==> config.mk <==
export PLATFORM = sky130hd
export DESIGN_NAME = seq_pattern_gen_flat
export DESIGN_NICKNAME = d
export VERILOG_FILES = /design/src/rtl/seq_pattern_gen_pkg.sv /design/src/rtl/seq_pattern_gen_if.sv /design/src/rtl/seq_pattern_gen_bit_counter.sv /design/src/rtl/seq_pattern_gen.sv /design/src/flat_wrapper.sv
export SDC_FILE = /design/constraint.sdc
export NUM_CORES = 1
export LEC_CHECK = 0
export ABC_CLOCK_PERIOD_IN_PS = 2300
export CAP_MARGIN = 15
export CORE_ASPECT_RATIO = 0.8
export CORE_MARGIN = 2
export CORE_UTILIZATION = 54
export CTS_CLUSTER_DIAMETER = 100
export CTS_CLUSTER_SIZE = 25
export DETAILED_ROUTE_END_ITERATION = 10
export PLACE_DENSITY = 0.83
export SYNTH_ARGS = -nofsm -noshare
export SYNTH_HDL_FRONTEND = slang
export SYNTH_SLANG_ARGS = --single-unit
==> constraint.sdc <==
create_clock -name clk -period 2.3 [get_ports clk]
set_input_delay 0.23 -clock clk [delete_from_list [all_inputs] [get_ports clk]]
set_output_delay 0.23 -clock clk [all_outputs]
set_load 0.1 [all_outputs]
==> src/rtl/seq_pattern_gen_pkg.sv <==
// rtl/seq_pattern_gen_pkg.sv - shared state type and constants for the serial pattern generator
package seq_gen_pkg;

  typedef enum logic [1:0] {IDLE, SEND, GAP, FIN} state_e;

  localparam logic [3:0] DEFAULT_PATTERN = 4'b1001;
  localparam int         MIN_PAT_W       = 2;

  // Bit-index width; kept at least one bit wide for the shortest legal pattern.
  function automatic int idx_w(input int pat_w);
    return (pat_w <= MIN_PAT_W) ? 1 : $clog2(pat_w);
  endfunction

endpackage

==> src/rtl/seq_pattern_gen_if.sv <==
// rtl/seq_pattern_gen_if.sv - burst request and serial output bundle of the pattern generator
interface seq_pattern_gen_if #(
  parameter int PAT_W = 4,
  parameter int CNT_W = 8,
  parameter int GAP_W = 4
);
  logic             start;
  logic [PAT_W-1:0] pattern;
  logic [CNT_W-1:0] repeat_cnt;
  logic [GAP_W-1:0] gap_len;
  logic             busy;
  logic             x_out;
  logic             x_valid;
  logic             frame_end;
  logic             done;
  logic [CNT_W-1:0] frames_sent;

  modport master (
    output start, pattern, repeat_cnt, gap_len,
    input  busy, x_out, x_valid, frame_end, done, frames_sent
  );

  modport slave (
    input  start, pattern, repeat_cnt, gap_len,
    output busy, x_out, x_valid, frame_end, done, frames_sent
  );
endinterface

==> src/rtl/seq_pattern_gen_bit_counter.sv <==
// rtl/seq_pattern_gen_bit_counter.sv - loadable down-counter for bit index and gap timing
module seq_bit_counter #(
  parameter int W = 4
) (
  input  logic         clk,
  input  logic         rst,
  input  logic         load,
  input  logic [W-1:0] load_val,
  input  logic         en,
  output logic [W-1:0] count
);

  logic [W-1:0] count_q, count_d;

  always_comb begin
    count_d = count_q;
    if (load) begin
      count_d = load_val;
    end else if (en) begin
      count_d = count_q - 1'b1;
    end
  end

  always_ff @(posedge clk) begin
    if (rst) begin
      count_q <= '0;
    end else begin
      count_q <= count_d;
    end
  end

  assign count = count_q;

endmodule

==> src/rtl/seq_pattern_gen.sv <==
// rtl/seq_pattern_gen.sv - emits a latched bit pattern MSB-first, N frames with optional idle gaps
module seq_pattern_gen
  import seq_gen_pkg::*;
#(
  parameter int PAT_W = 4,
  parameter int CNT_W = 8,
  parameter int GAP_W = 4
) (
  input  logic               clk,
  input  logic               rst,
  seq_pattern_gen_if.slave   bus
);

  localparam int              IDX_W     = idx_w(PAT_W);
  // The MSB goes out on the load edge itself, so the index counter starts one below it.
  localparam logic [IDX_W-1:0] IDX_FIRST = IDX_W'(PAT_W - 2);

  state_e           state_q, state_d;
  logic [PAT_W-1:0] pat_q, pat_d;
  logic [CNT_W-1:0] cnt_q, cnt_d;
  logic [GAP_W-1:0] gap_len_q, gap_len_d;
  logic [CNT_W-1:0] frames_q, frames_d;
  logic             x_out_q, x_out_d;
  logic             x_valid_q, x_valid_d;
  logic             frame_end_q, frame_end_d;
  logic             done_q, done_d;
  logic             busy_q, busy_d;

  logic             idx_load, idx_en, gap_load, gap_en, begin_frame, last_frame;
  logic [IDX_W-1:0] idx_q;
  logic [GAP_W-1:0] gap_q;

  seq_bit_counter #(.W(IDX_W)) u_idx_cnt (
    .clk(clk), .rst(rst), .load(idx_load), .load_val(IDX_FIRST), .en(idx_en), .count(idx_q)
  );

  seq_bit_counter #(.W(GAP_W)) u_gap_cnt (
    .clk(clk), .rst(rst), .load(gap_load), .load_val(gap_len_q), .en(gap_en), .count(gap_q)
  );

  assign last_frame = ({1'b0, frames_q} + 1'b1) == {1'b0, cnt_q};

  always_comb begin
    state_d     = state_q;
    pat_d       = pat_q;
    cnt_d       = cnt_q;
    gap_len_d   = gap_len_q;
    frames_d    = frames_q;
    x_out_d     = 1'b0;
    x_valid_d   = 1'b0;
    frame_end_d = 1'b0;
    done_d      = 1'b0;
    busy_d      = 1'b0;
    idx_load    = 1'b0;
    idx_en      = 1'b0;
    gap_load    = 1'b0;
    gap_en      = 1'b0;
    begin_frame = 1'b0;

    case (state_q)
      IDLE: begin
        if (bus.start) begin
          pat_d     = bus.pattern;
          cnt_d     = bus.repeat_cnt;
          gap_len_d = bus.gap_len;
          frames_d  = '0;
          if (bus.repeat_cnt == '0) begin
            state_d = FIN;
            done_d  = 1'b1;
          end else begin
            begin_frame = 1'b1;
          end
        end
      end
      SEND: begin
        if (frame_end_q) begin
          frames_d = (frames_q == '1) ? frames_q : frames_q + 1'b1;
          if (last_frame) begin
            state_d = FIN;
            done_d  = 1'b1;
          end else if (gap_len_q == '0) begin
            begin_frame = 1'b1;
          end else begin
            state_d  = GAP;
            gap_load = 1'b1;
            busy_d   = 1'b1;
          end
        end else begin
          x_out_d     = pat_q[idx_q];
          x_valid_d   = 1'b1;
          frame_end_d = (idx_q == '0);
          idx_en      = 1'b1;
          busy_d      = 1'b1;
        end
      end
      GAP: begin
        busy_d = 1'b1;
        if (gap_q <= GAP_W'(1)) begin
          begin_frame = 1'b1;
        end else begin
          gap_en = 1'b1;
        end
      end
      FIN: begin
        state_d = IDLE;
      end
      default: begin
        state_d = IDLE;
      end
    endcase

    if (begin_frame) begin
      state_d   = SEND;
      idx_load  = 1'b1;
      x_out_d   = pat_d[PAT_W-1];
      x_valid_d = 1'b1;
      busy_d    = 1'b1;
    end
  end

  always_ff @(posedge clk) begin
    if (rst) begin
      state_q     <= IDLE;
      pat_q       <= '0;
      cnt_q       <= '0;
      gap_len_q   <= '0;
      frames_q    <= '0;
      x_out_q     <= 1'b0;
      x_valid_q   <= 1'b0;
      frame_end_q <= 1'b0;
      done_q      <= 1'b0;
      busy_q      <= 1'b0;
    end else begin
      state_q     <= state_d;
      pat_q       <= pat_d;
      cnt_q       <= cnt_d;
      gap_len_q   <= gap_len_d;
      frames_q    <= frames_d;
      x_out_q     <= x_out_d;
      x_valid_q   <= x_valid_d;
      frame_end_q <= frame_end_d;
      done_q      <= done_d;
      busy_q      <= busy_d;
    end
  end

  assign bus.x_out       = x_out_q;
  assign bus.x_valid     = x_valid_q;
  assign bus.frame_end   = frame_end_q;
  assign bus.done        = done_q;
  assign bus.busy        = busy_q;
  assign bus.frames_sent = frames_q;

endmodule

==> src/flat_wrapper.sv <==
// flat-port wrapper written by rule: the top's interface ports become plain ports
module seq_pattern_gen_flat import seq_gen_pkg::*;
#(
  parameter int PAT_W = 4,
  parameter int CNT_W = 8,
  parameter int GAP_W = 4
)
  (clk, rst, bus_start, bus_pattern, bus_repeat_cnt, bus_gap_len, bus_busy, bus_x_out, bus_x_valid, bus_frame_end, bus_done, bus_frames_sent);
  seq_pattern_gen_if #(.PAT_W(PAT_W), .CNT_W(CNT_W), .GAP_W(GAP_W)) bus_i ();
  input  logic clk;
  input  logic rst;
  input wire logic [$bits(bus_i.start)-1:0] bus_start;
  input wire logic [$bits(bus_i.pattern)-1:0] bus_pattern;
  input wire logic [$bits(bus_i.repeat_cnt)-1:0] bus_repeat_cnt;
  input wire logic [$bits(bus_i.gap_len)-1:0] bus_gap_len;
  output wire logic [$bits(bus_i.busy)-1:0] bus_busy;
  output wire logic [$bits(bus_i.x_out)-1:0] bus_x_out;
  output wire logic [$bits(bus_i.x_valid)-1:0] bus_x_valid;
  output wire logic [$bits(bus_i.frame_end)-1:0] bus_frame_end;
  output wire logic [$bits(bus_i.done)-1:0] bus_done;
  output wire logic [$bits(bus_i.frames_sent)-1:0] bus_frames_sent;
  assign bus_i.start = bus_start;
  assign bus_i.pattern = bus_pattern;
  assign bus_i.repeat_cnt = bus_repeat_cnt;
  assign bus_i.gap_len = bus_gap_len;
  assign bus_busy = bus_i.busy;
  assign bus_x_out = bus_i.x_out;
  assign bus_x_valid = bus_i.x_valid;
  assign bus_frame_end = bus_i.frame_end;
  assign bus_done = bus_i.done;
  assign bus_frames_sent = bus_i.frames_sent;
  seq_pattern_gen #(.PAT_W(PAT_W), .CNT_W(CNT_W), .GAP_W(GAP_W)) u_core (.clk(clk), .rst(rst), .bus(bus_i));
endmodule
==> flow_summary.toml, run 1 <==
[pwr]
intPower_mw = 1.49
p_leak_nw = 1.02
p_comb_share_pct = 43.4
power_density_nw_per_um2 = 963
clock_power_share_pct = 23.3
swShare_pct = 40.2
pwr-share-seq_pct = 33.4
p_sw_mw = 1.00
ir_worst_vdd_uv = 494
power_mw = 2.49

[worst_setup_path]
start_kind = "flip-flop"
rr_startpoint = "u_core.bus.frames_sent[0]"
r2r-end = "u_core.bus.x_out"
r2r_setup_slack_ps = 80
end_kind = "flip-flop"
crit_fanout = 7
cp.required_ps = 2480
rr_worst_depth = 7
crit_arrival_ps = 2400
crit_type = "flip-flop to flip-flop"

[logic_synthesis]
ys_types = 53
netlist_area_um2 = 2110
synthAdderAreaFrac_pct = 5.34
syn_inst = 256
synth_top_family_by_area = "compound AO/OA/AOI/OAI gates"
ys_seq_elements = 37
async_reset_ff_share_pct = 0
avgSynthCellArea_um2 = 8.24
synth_edf_count = 0
syn_nets = 284
yosys_warnings = 0
synth-simple-area-share_pct = 22.8
yosys.area_share.xor_xnor_pct = 5.40
ys.flop_type = "dfxtp_1"
synth-seq-area-share_pct = 35.1
muxShareOfSynthArea_pct = 1.78
synth_compound_area_share_pct = 24.3

[global_routing]
grt_max_degree = 27
use_met1_pct = 32.0
overflow = 0
grt_pass1_vias = 1791
use_met2_pct = 37.1
grtUsageTotal_pct = 23.5
top_usage_layer = "met2"
grt_pass1_wl_mm = 7.97
antenna_found_initial = 0
met3_usage_pct = 5.06

[cts]
clkLatencyLatePin_ps = 290
h-tree-depth = 2
clockBufferDepth = 2
cts_root_buf = "clkbuf_8"
cts_tree = "built"
clkSlewWorstSetupHoldPaths_ps = 70
cts.sinks = 37
cts-buffers-inserted = 5

[floorplan]
io_pins = 32
die_h_um = 59.9
row_count = 20
start_util_pct = 55.8
core-area_um2 = 3780
dieArea_um2 = 4430
die_w_um = 73.9

[flow_run]
cap_violations = 0

[place]
dp.cells = 333
portBuffers = 31
dpl.hpwl_mm = 3.50
gp_congestion = 0.956

[worst_hold_path]
hold_depth = 2
hold_class = "flip-flop to flip-flop"
min-delay-start = "u_core.pat_q[1]"
hold-path-endpoint = "u_core.pat_q[1]"

[sta]
tns_ps = 0
setup_violations = 0
hold_viol = 0
relSlewSlack_pct = 43.2
rsz0062_at_grt = "false"
fin_crit_sh_pct = 96.5
max_slew.worst_pin.slew_ps = 844
fin_crit_ps = 2220
fin_skew_ps = 3.18
whs_ps = 466
fmax_ghz = 0.450
finalMaxSlewViolations = 0

[detailed_routing]
first_iter_violations = 129
vias = 1944
drt_first_pass_iters = 4
ant_nets = 0
avgViaCountPerCell = 5.68
drc_errors = 0
wl_per_cell_um = 14.4
drt-total-wl_mm = 4.93

[status]
outcome = "complete, no violations"

[final_layout]
fin_cells = 342
drive_gt1_share_pct = 16.7
finalNetCount = 314
synthToLayoutAreaGrowth_pct = 22.5
final_core_util_pct = 68.4
antenna_cells = 0
## worst max-delay path by stage
stage	from	end	slack [ps]	cells after the start
after CTS	u_core.bus.frames_sent[0]	u_core.bus.x_out	80	7
final	u_core.bus.frames_sent[0]	u_core.bus.x_out	80	7
after global routing	u_core.bus.frames_sent[0]	u_core.state_q[1]	5	8
after detailed placement	u_core.bus.frames_sent[0]	u_core.bus.x_out	110	7
after floorplan	u_core.bus.frames_sent[0]	u_core.bus.x_out	60	7
after global placement	bus_repeat_cnt[0]	u_core.state_q[1]	210	8
## per-layer routing
| layer | vias up | share of wire (%) |
|---|---|---|
| li1 | 975 | - |
| met1 | 883 | 47 |
| met2 | 77 | 44 |
| met3 | 9 | 8.1 |
| met4 | 0 | 1.3 |
| met5 | - | 0 |
## cell families (layout without fill, tap and decap cells)
kind of cell               Yosys count  after routing
AOI/OAI and AO/OA                   73             73
xor gates and xnor gates            13             13
adders and majority gates            9              9
and+or+nand+nor                     97             97
buffers and inverters               25             56
muxes                                2              2
DFF                                 37             37
## placed cells by master (no fill, tap or decap), types with 7 or more instances in the layout
cell type        count
nand2_1             39
a21oi_1             30
dfxtp_1             29
buf_4               21
nor2_1              20
clkdlybuf4s50_1     18
inv_1                9
ha_1                 8
xor2_1               7
o21ai_0              7
## metrics by stage
| step | area, um^2 | setup slack [ps] |
|---|---|---|
| floorplan | 2140 | 60.8 |
| global placement | 2460 | 207 |
| detailed placement | 2460 | 111 |
| CTS | 2580 | 80.7 |
| global route | 2580 | 4.81 |
| finish | 2580 | 79.4 |
## Yosys cell counts (3+ instances only)
| library cell | number | area [um^2] |
|---|---|---|
| nor2_1 | 20 | 75.1 |
| nand3_1 | 5 | 25.0 |
| nor3_1 | 4 | 20.0 |
| a211oi_1 | 4 | 30.0 |
| o22ai_1 | 3 | 18.8 |
| clkbuf_1 | 11 | 41.3 |
| dfxtp_1 | 37 | 741 |
| o311a_1 | 3 | 30.0 |
| xor2_1 | 7 | 61.3 |
| o21ai_0 | 7 | 35.0 |
| inv_1 | 9 | 33.8 |
| nor2b_1 | 3 | 18.8 |
| xnor2_1 | 6 | 52.6 |
| ha_1 | 9 | 113 |
| a21oi_1 | 30 | 150 |
| nor4_1 | 3 | 18.8 |
| nor3b_1 | 3 | 22.5 |
| and3_1 | 4 | 25.0 |
| o21ai_1 | 3 | 15.0 |
| nand2_1 | 39 | 146 |
## layout make-up
type | instances | area (um^2)
timing repair buffer | 39 | 338
sequential | 37 | 758
inverter | 9 | 33.8
multi-input combinational | 194 | 1270
clock inverter | 1 | 30.0
clock buffer | 7 | 86.3
fill | 317 | 1190
tap | 55 | 68.8
## power by group through the flow
stage,Clock (mW),Sequential (mW),Combinational (mW)
final,0.579,0.830,1.08
after global routing,0.615,0.842,1.16
after CTS,0.585,0.830,1.05
after detailed placement,0,0.844,1.04
after global placement,0,0.838,1.03
after floorplan,0,0.995,0.630
## worst max-delay path: stages (launching register included)
cell	delay, ps
dfxtp_4	400
ha_4	180
xor2_1	180
o22ai_1	150
a2111oi_4	440
nand3_2	210
a21oi_4	240
mux2_4	310
## repair_timing
action / 4_1_cts / 5_1_grt
hold buffers: 0 / 0
gates resized for setup: 0 / 0
buffers inserted: 0 / 1
endpoints found under the setup margin: 0 / 1
## flip-flops by register name, indices dropped and copies added, names as in the netlist
| register | cells |
|---|---|
| u_core.bus.x_valid | 1 |
| u_core.bus.x_out | 1 |
| u_core.u_idx_cnt.count | 2 |
| u_core.gap_len_q | 4 |
| u_core.bus.done | 1 |
| u_core.u_gap_cnt.count | 4 |
| u_core.state_q | 2 |
| u_core.bus.busy | 1 |
| u_core.pat_q | 4 |
| u_core.bus.frame_end | 1 |
| u_core.bus.frames_sent | 8 |
| u_core.cnt_q | 8 |
Power figures use the tool's default switching activity.
==> inputs of run 2 (changes only) <==
Settings changed: CORE_UTILIZATION 54 to 53, PLACE_DENSITY 0.83 to 0.82, SYNTH_HIERARCHICAL set to 1.
==> flow_summary.toml, run 2 <==
[pwr]
pwr-share-seq_pct = 33.1
ir_worst_vdd_uv = 468
clock_power_share_pct = 16.8
p_leak_nw = 1.06
power_density_nw_per_um2 = 1000
intPower_mw = 1.47
p_comb_share_pct = 50.0
p_sw_mw = 1.17
swShare_pct = 44.2
power_mw = 2.64

[logic_synthesis]
synth_top_area_cell = "dfxtp_1"
synthTopCellsByArea = "dfxtp_1 36%, a21oi_1 7.7%, nand2_1 7.4%"
netlist_area_um2 = 2070
ys.flop_type = "dfxtp_1"
ys_seq_elements = 37
netlist_top_cells_count = "41 x nand2_1, 37 x dfxtp_1, 32 x a21oi_1"
synth_most_common_cell = "nand2_1"
syn_inst = 255
synth_top_area_share_pct = 35.8
avgSynthCellArea_um2 = 8.12
syn_nets = 282
yosys_warnings = 6
async_reset_ff_share_pct = 0
synth_edf_count = 0
synth-seq-area-share_pct = 35.8
ys_types = 56

[final_layout]
finalNetCount = 323
final_cell_area_um2 = 2630
drive_gt1_share_pct = 22.2
final_core_util_pct = 69.6
fin_cells = 352
antenna_cells = 0
synthToLayoutAreaGrowth_pct = 27.1
layout_commonest_cell = "nand2_1"
final_cell_mix = "41 x nand2_1, 30 x a21oi_1, 29 x buf_4, 29 x dfxtp_1, 19 x nor2_1"

[worst_setup_path]
endpoint = "u_core/u_idx_cnt/count[1]"
r2r-end = "u_core/u_idx_cnt/count[1]"
cp.required_ps = 2470
r2r_setup_slack_ps = 30
end_kind = "flip-flop"
start_kind = "flip-flop"
rr_startpoint = "u_core/bus.frames_sent[0]"
rr_worst_depth = 10
crit_fanout = 7
crit_type = "flip-flop to flip-flop"
crit_arrival_ps = 2440
cp-startpoint = "u_core/bus.frames_sent[0]"

[floorplan]
start_util_pct = 54.8
core-area_um2 = 3780
die_w_um = 73.9
row_count = 20
dieArea_um2 = 4420
io_pins = 32
die_h_um = 59.9

[cts]
h-tree-depth = 2
clockBufferDepth = 2
cts_tree = "built"
clkLatencyLatePin_ps = 300
cts-buffers-inserted = 5
clkSlewWorstSetupHoldPaths_ps = 70
cts.sinks = 37
cts_hold_repair.buffers = 0
cts_root_buf = "clkbuf_8"

[sta]
max_slew.worst_pin.slew_ps = 573
finalMaxSlewViolations = 0
rsz0062_at_grt = "true"
fin_crit_ps = 2270
hold_viol = 0
fin_skew_ps = 4.46
fin_crit_sh_pct = 98.5
relSlewSlack_pct = 61.5
fmax_ghz = 0.441
setup_violations = 0

[place]
dp.cells = 338
gp_congestion = 0.872
dpl.hpwl_mm = 3.53
portBuffers = 31
postPlaceCellArea_um2 = 2480

[flow_run]
cap_violations = 0

[detailed_routing]
wl_per_cell_um = 14.4
first_iter_violations = 231
drt_first_pass_iters = 4
drt-total-wl_mm = 5.05
ant_nets = 0
drc_errors = 0
vias = 1929
avgViaCountPerCell = 5.48

[global_routing]
grt_max_degree = 20
overflow = 0
antenna_found_initial = 0
grtUsageTotal_pct = 23.6
grt_pass1_vias = 1647
grt_pass1_wl_mm = 7.78

[status]
outcome = "complete, no violations"

[worst_hold_path]
hold_class = "flip-flop to flip-flop"
run 2: worst max-delay path, cell delays in order (launching register included):
cell       delay [ps]
dfxtp_4           390
ha_4              190
nand2_2            90
o21ai_0           190
nand4_1           180
nor4_4            440
nor4_4             70
nor2_4            190
inv_4              70
and4bb_1          300
a2111oi_2          40
run 2: how the worst min path moves through the flow:
stage / start / to / cells after the start
after detailed placement: u_core/pat_q[0] / u_core/pat_q[0] / 2
after global placement: u_core/pat_q[0] / u_core/pat_q[0] / 2
after floorplan: rst / u_core/u_gap_cnt/count[1] / 1
after global routing: u_core/cnt_q[4] / u_core/cnt_q[4] / 2
after CTS: u_core/pat_q[0] / u_core/pat_q[0] / 2
final: u_core/pat_q[0] / u_core/pat_q[0] / 2
run 2: kinds of logic after synthesis:
logic type	count (synthesis)	share of synthesized area, %
AND/OR/NAND/NOR	104	27.8
AO/OA/AOI/OAI	63	18.4
flip-flops	37	35.8
buffers and inverters	27	5.99
XOR/XNOR	10	4.23
adder cells (fa/ha/maj)	8	4.84
multiplexers	4	2.60
other	2	0.363
run 2: per-layer routing:
| layer | track usage [%] | vias up | wire length, um |
|---|---|---|---|
| li1 | - | 960 | - |
| met1 | 34.2 | 863 | 2370 |
| met2 | 33.9 | 93 | 2150 |
| met3 | 4.22 | 13 | 403 |
| met4 | 10.9 | 0 | 123 |
| met5 | 0 | - | 0 |
run 2: power by group through the flow:
stage               clock network, mW  registers [mW]  logic, mW
floorplan                           0            1.11      0.652
global placement                    0           0.886       1.19
detailed placement                  0           0.888       1.21
CTS                             0.458           0.874       1.21
global route                    0.479           0.891       1.42
finish                          0.444           0.875       1.32
run 2: timing repair:
action	CTS	global route
setup endpoints to repair	0	3
gates resized for setup	0	7
setup buffers	0	6
run 2: cell type report:
cell class	count	area [um^2]
Timing Repair Buffer	48	409
Clock inverter	2	10.0
Sequential cell	37	768
Inverter	13	51.3
Clock buffer	6	72.6
Tap cell	55	68.8
Multi-Input combinational cell	191	1250
Fill cell	303	1150
run 2: metrics by stage:
stage | setup TNS (ps) | hold slack (ps) | setup WS (ps)
after floorplan | -126 | 299 | -84.6
after global placement | 0 | 451 | 151
after detailed placement | 0 | 453 | 90.9
after CTS | 0 | 463 | 80.2
after global routing | -41.8 | 485 | -32.1
final | 0 | 457 | 34.3
